## config.mk

```make
export PLATFORM = sky130hd
export DESIGN_NAME = cache_port_arbiter
export DESIGN_NICKNAME = d
export VERILOG_FILES = /design/src/rtl/cache_port_arbiter.sv
export SDC_FILE = /design/constraint.sdc
export NUM_CORES = 1
export LEC_CHECK = 0
export ABC_AREA = 1
export ABC_CLOCK_PERIOD_IN_PS = 1590
export CAP_MARGIN = 20
export CORE_MARGIN = 2
export CORE_UTILIZATION = 30
export DETAILED_ROUTE_END_ITERATION = 8
export GPL_ROUTABILITY_DRIVEN = 0
export GPL_TIMING_DRIVEN = 0
export PLACE_DENSITY = 0.71
export RECOVER_POWER = 100
export SLEW_MARGIN = 30
export SYNTH_ARGS = -nofsm -noshare
export SYNTH_HDL_FRONTEND = slang
export SYNTH_SLANG_ARGS = --single-unit
export TNS_END_PERCENT = 10
```

## constraint.sdc

```tcl
create_clock -name clk -period 1.59 [get_ports clk]
set_input_delay 0.318 -clock clk [delete_from_list [all_inputs] [get_ports clk]]
set_output_delay 0.318 -clock clk [all_outputs]
set_load 0.02 [all_outputs]
```

## src/rtl/cache_port_arbiter.sv

```systemverilog
// cache_port_arbiter: round-robin sharing of the single CPU-side cache port between r0 and r1.
// Define ARB_TIMEOUT_EN to add a watchdog that ends a stalled WAIT with an error ack.
module cache_port_arbiter #(
    parameter int ADDR_W      = 15,
    parameter int DATA_W      = 16,
    parameter int TIMEOUT_CYC = 255
) (
    input  logic              clk,
    input  logic              RESET,
    input  logic [2:0]        r0_cmd,
    input  logic [ADDR_W-1:0] r0_addr,
    input  logic [DATA_W-1:0] r0_wdata,
    output logic [DATA_W-1:0] r0_rdata,
    output logic              r0_ack,
    output logic              r0_err,
    input  logic [2:0]        r1_cmd,
    input  logic [ADDR_W-1:0] r1_addr,
    input  logic [DATA_W-1:0] r1_wdata,
    output logic [DATA_W-1:0] r1_rdata,
    output logic              r1_ack,
    output logic              r1_err,
    output logic [2:0]        m_cmd,
    output logic [ADDR_W-1:0] m_addr,
    output logic [DATA_W-1:0] m_wdata,
    input  logic [DATA_W-1:0] m_rdata,
    input  logic              m_resp
);

    typedef enum logic [1:0] {IDLE, ISSUE, WAIT, DONE} state_t;

    state_t            r_state;
    state_t            w_state_nxt;
    logic              r_last_grant;
    logic              r_grant;
    logic              r_err;
    logic [2:0]        r_cmd;
    logic [ADDR_W-1:0] r_addr;
    logic [DATA_W-1:0] r_wdata;
    logic [DATA_W-1:0] r_rdata0;
    logic [DATA_W-1:0] r_rdata1;
    logic              w_pend0;
    logic              w_pend1;
    logic              w_pick;
    logic              w_timeout;

    assign w_pend0 = (r0_cmd != 3'd0) && (r0_cmd != 3'd7);
    assign w_pend1 = (r1_cmd != 3'd0) && (r1_cmd != 3'd7);
    // On contention the requester that did not win last time goes next.
    assign w_pick  = (w_pend0 && w_pend1) ? ~r_last_grant : w_pend1;

`ifdef ARB_TIMEOUT_EN
    localparam int CNT_W = ($clog2(TIMEOUT_CYC + 1) > 8) ? $clog2(TIMEOUT_CYC + 1) : 8;

    logic [CNT_W-1:0] r_cnt;
    logic [CNT_W-1:0] w_cnt_inc;

    assign w_cnt_inc = r_cnt + CNT_W'(1);
    // Fires in the WAIT cycle where the count reaches the limit; m_resp in that cycle still wins.
    assign w_timeout = (w_cnt_inc == CNT_W'(TIMEOUT_CYC));

    always_ff @(posedge clk or negedge RESET) begin
        if (!RESET) begin
            r_cnt <= '0;
        end else if (r_state == ISSUE) begin
            r_cnt <= '0;
        end else if (r_state == WAIT) begin
            r_cnt <= w_cnt_inc;
        end
    end
`else
    // The limit only matters when the watchdog is built in.
    logic [31:0] w_unused_timeout;
    assign w_unused_timeout = 32'(TIMEOUT_CYC);
    assign w_timeout        = 1'b0;
`endif

    always_ff @(posedge clk or negedge RESET) begin
        if (!RESET) begin
            r_state      <= IDLE;
            r_last_grant <= 1'b1;
            r_grant      <= 1'b0;
            r_err        <= 1'b0;
            r_cmd        <= 3'd0;
            r_addr       <= '0;
            r_wdata      <= '0;
            r_rdata0     <= '0;
            r_rdata1     <= '0;
        end else begin
            r_state <= w_state_nxt;
            case (r_state)
                IDLE: begin
                    if (w_pend0 || w_pend1) begin
                        r_grant      <= w_pick;
                        r_last_grant <= w_pick;
                        r_cmd        <= w_pick ? r1_cmd   : r0_cmd;
                        r_addr       <= w_pick ? r1_addr  : r0_addr;
                        r_wdata      <= w_pick ? r1_wdata : r0_wdata;
                    end
                end
                WAIT: begin
                    // A timed-out transaction returns zero data with the error flag.
                    if (m_resp || w_timeout) begin
                        r_err <= ~m_resp;
                        if (r_grant) begin
                            r_rdata1 <= m_resp ? m_rdata : '0;
                        end else begin
                            r_rdata0 <= m_resp ? m_rdata : '0;
                        end
                    end
                end
                default: ;
            endcase
        end
    end

    always_comb begin
        w_state_nxt = r_state;
        m_cmd       = 3'd0;
        r0_ack      = 1'b0;
        r1_ack      = 1'b0;
        r0_err      = 1'b0;
        r1_err      = 1'b0;
        case (r_state)
            IDLE: begin
                if (w_pend0 || w_pend1) begin
                    w_state_nxt = ISSUE;
                end
            end
            ISSUE: begin
                m_cmd       = r_cmd;
                w_state_nxt = WAIT;
            end
            WAIT: begin
                if (m_resp || w_timeout) begin
                    w_state_nxt = DONE;
                end
            end
            DONE: begin
                r0_ack      = ~r_grant;
                r1_ack      = r_grant;
                r0_err      = ~r_grant & r_err;
                r1_err      = r_grant & r_err;
                w_state_nxt = IDLE;
            end
            default: w_state_nxt = IDLE;
        endcase
    end

    assign m_addr   = r_addr;
    assign m_wdata  = r_wdata;
    assign r0_rdata = r_rdata0;
    assign r1_rdata = r_rdata1;

endmodule

```

==> metrics <==
clock latency on the worst-skew pair=0.32 ns; Post-Syn Area per Cell=8.04 µm²; failing checks=setup timing; routed via count=3405; asr flop ratio synth=100%; R2R cell count=8; Setup crit end kind=output port; Critical Path RT=1.27 ns; TNS Setup=-0.00198 ns; mean routed wirelength per cell=13.8 µm; largest net degree at the start of global routing=41; clk_skew=0.00895 ns; CTS tree=yes; final worst setup slack=-0.00111 ns; vias in the first global route=3458; CP max FO=4; port bufs=156; antenna violations before repair=0; Root Buffer=clkbuf_16; largest family of logic cells by synthesized area=simple AND/OR/NAND/NOR gates; RSZ-0062 raised after global routing=yes; P&R area growth vs syn=62.3%; Vias/cell=4.52; Synth Area in Simple Gates=31.5%; worst r2r dst=m_wdata[10]; most frequent cell after synthesis=nand2_1; top-area cell type share of the netlist area=50.7%; Die X=111 µm; # rows=39; clock-pin slew on the worst setup and hold paths=0.06 ns; nets=698; I/O pins=157; sequential fraction of design power=31.6%; WHS Path Cells=4; Max rail drop VDD=0.000801 V; Hold WC Path Type=in2reg; ANT nets after route=0; CP Launch Type=register; main area contributors after synthesis=dfrtp_1 (51%), nand2_1 (17%), nand3b_1 (7.2%); Int Pwr=5.81 mW; Post-synth top cells=nand2_1 (154), dfrtp_1 (70), inv_1 (61); clock sink count=71; Critical Path AT=1.27 ns; Clk pwr share=19.1%; EDFF count, synth=0; hold_sp=r1_cmd[2]; syn nets=522; drt total wl=10400 µm; Post-Synth XOR/XNOR Area=0%; Net Sw Frac=42.2%; Final Slew Violations=0; global-route wire length before repair=17300 µm; flops & latches, synth=71; placed wire-length estimate=7570 µm; status=finished with violations; Gate Count Post-Synth=430; final worst path period share=100%; Placed Area=5220 µm²; Hold Vio Cnt, Final=0; post-synthesis compound-gate area fraction=5.54%; 1st-pass router iterations=5; final worst path period need=1.59 ns; layout cell share with drive strength beyond 1=12.4%; combinational share of power=49.3%; multiplexer area fraction after synthesis=0%; Synth cell types=20; Die H=111 µm; Design Area, Final=5610 µm²; GRT overflow=0; leading area contributor after synthesis=dfrtp_1; maximum buffer depth of the clock tree=2; Setup-failing EPs final=2; fmax=0.628 GHz; Top FF cell, synth=dfrtp_1; yosys warns=0; register area share after synthesis=51.4%; kind of critical path=reg2out; hold-critical path endpoint=r_cmd[2]; H-tree levels=3; DRT iter0 DRCs=150; Cell Pwr Density=1790 nW/µm²; R2R Path Start=r_state[0]; n_diodes=0; reg2reg setup slack=0.07 ns; Overall Global Routing Usage=17.0%; max cap viols=0; Leak Pwr=2.96 nW; post-synthesis adder-cell area fraction=1.81%; CTS buffer count=9; DRC Markers=0; P_sw=4.24 mW; Starting Density=30.5%; Die Footprint=12400 µm²; measured slew at the worst slew-check pin=0.863 ns; Rel. slew slack=42.4%; Netlist Area Pre-Place=3460 µm²; Core ar.=11300 µm²
## worst max path at each step
stage	from	endpoint	slack, ns	cells after the start
2_1_floorplan	r_state[0]	m_addr[0]	0.24	8
3_3_place_gp	RESET	m_addr[9]	-2.33	1
3_5_place_dp	r1_cmd[1]	m_addr[7]	-0.44	9
4_1_cts	r_state[1]	r0_err	-0.05	4
5_1_grt	r_state[0]	r0_err	-0.08	4
6_report	r_state[0]	r0_err	-0.001	4
## placed cells by master, fill, tap and decap left out, types with 4 or more instances in the layout
cell type and count:
buf_2 5, buf_4 10, buf_6 13, clkbuf_16 9, clkdlybuf4s50_1 82, dfrtp_1 70
dlygate4sd2_1 64, inv_1 56, inv_2 5, nand2_1 150, nand2_2 4, nand3_1 38
nand3b_1 33, o21ai_0 34
## area by class of cell
cell class,instances,area (µm²)
repair buffers,165,1580
fillers,1139,5710
clock inverters,6,42.5
clock buffers,10,239
flip-flops and latches,71,1780
multi-input cells,276,1390
plain buffers,21,166
well taps,143,179
inverters,62,238
## timing repair
item,CTS,global route
pin swaps,4,8
setup buffers,5,2
hold buffers,1,0
gates resized for setup,116,46
setup endpoints to repair,134,72
endpoints found under the hold margin,30,0
gates cloned,0,0
## registers in the layout, summed over array words and instances (netlist names)
signal,count
r1_rdata,16
r_state,2
r_err,1
m_addr,15
r0_rdata,16
m_wdata,16
r_cmd,3
r_last_grant,1
r_grant,1
## power groups by stage
| stage | registers [mW] | logic, mW | clock network [mW] |
|---|---|---|---|
| 6_report | 3.18 | 4.96 | 1.92 |
| 5_1_grt | 3.30 | 5.46 | 2.06 |
| 4_1_cts | 3.17 | 4.81 | 1.96 |
| 3_5_place_dp | 3.22 | 5.20 | 0 |
| 3_3_place_gp | 3.18 | 5.10 | 0 |
| 2_1_floorplan | 4.08 | 1.83 | 0 |
## kinds of logic after synthesis
group           Yosys count
simple gates            235
buf+inv                  83
flops                    71
compound gates           36
fa+ha+maj                 5
## metrics by stage
step	instances	total power [mW]	hold slack (ns)	utilization [%]	setup WS, ns
global placement	729	8.28	0.459	45.9	-2.33
finish	754	10.1	0.401	49.5	-0.00111
floorplan	430	5.91	0.0224	-	0.235
global route	754	10.8	0.436	49.5	-0.0764
detailed placement	730	8.42	0.301	46.1	-0.441
CTS	752	9.94	0.474	48.6	-0.0494
## critical path: stages (launching register included)
cell	delay, ns
dfrtp_1	0.41
ha_2	0.23
inv_2	0.05
nor3_2	0.10
buf_4	0.16
## routing by layer
| layer | global-route usage, % | vias up | wire, µm |
|---|---|---|---|
| met2 | 29.1 | 97 | 5180 |
| met3 | 3.16 | 5 | 507 |
| met1 | 22.5 | 1620 | 4690 |
| li1 | - | 1683 | - |
| met5 | 0 | - | 0 |
| met4 | 4.28 | 0 | 41 |
Power figures use the tool's default switching activity.
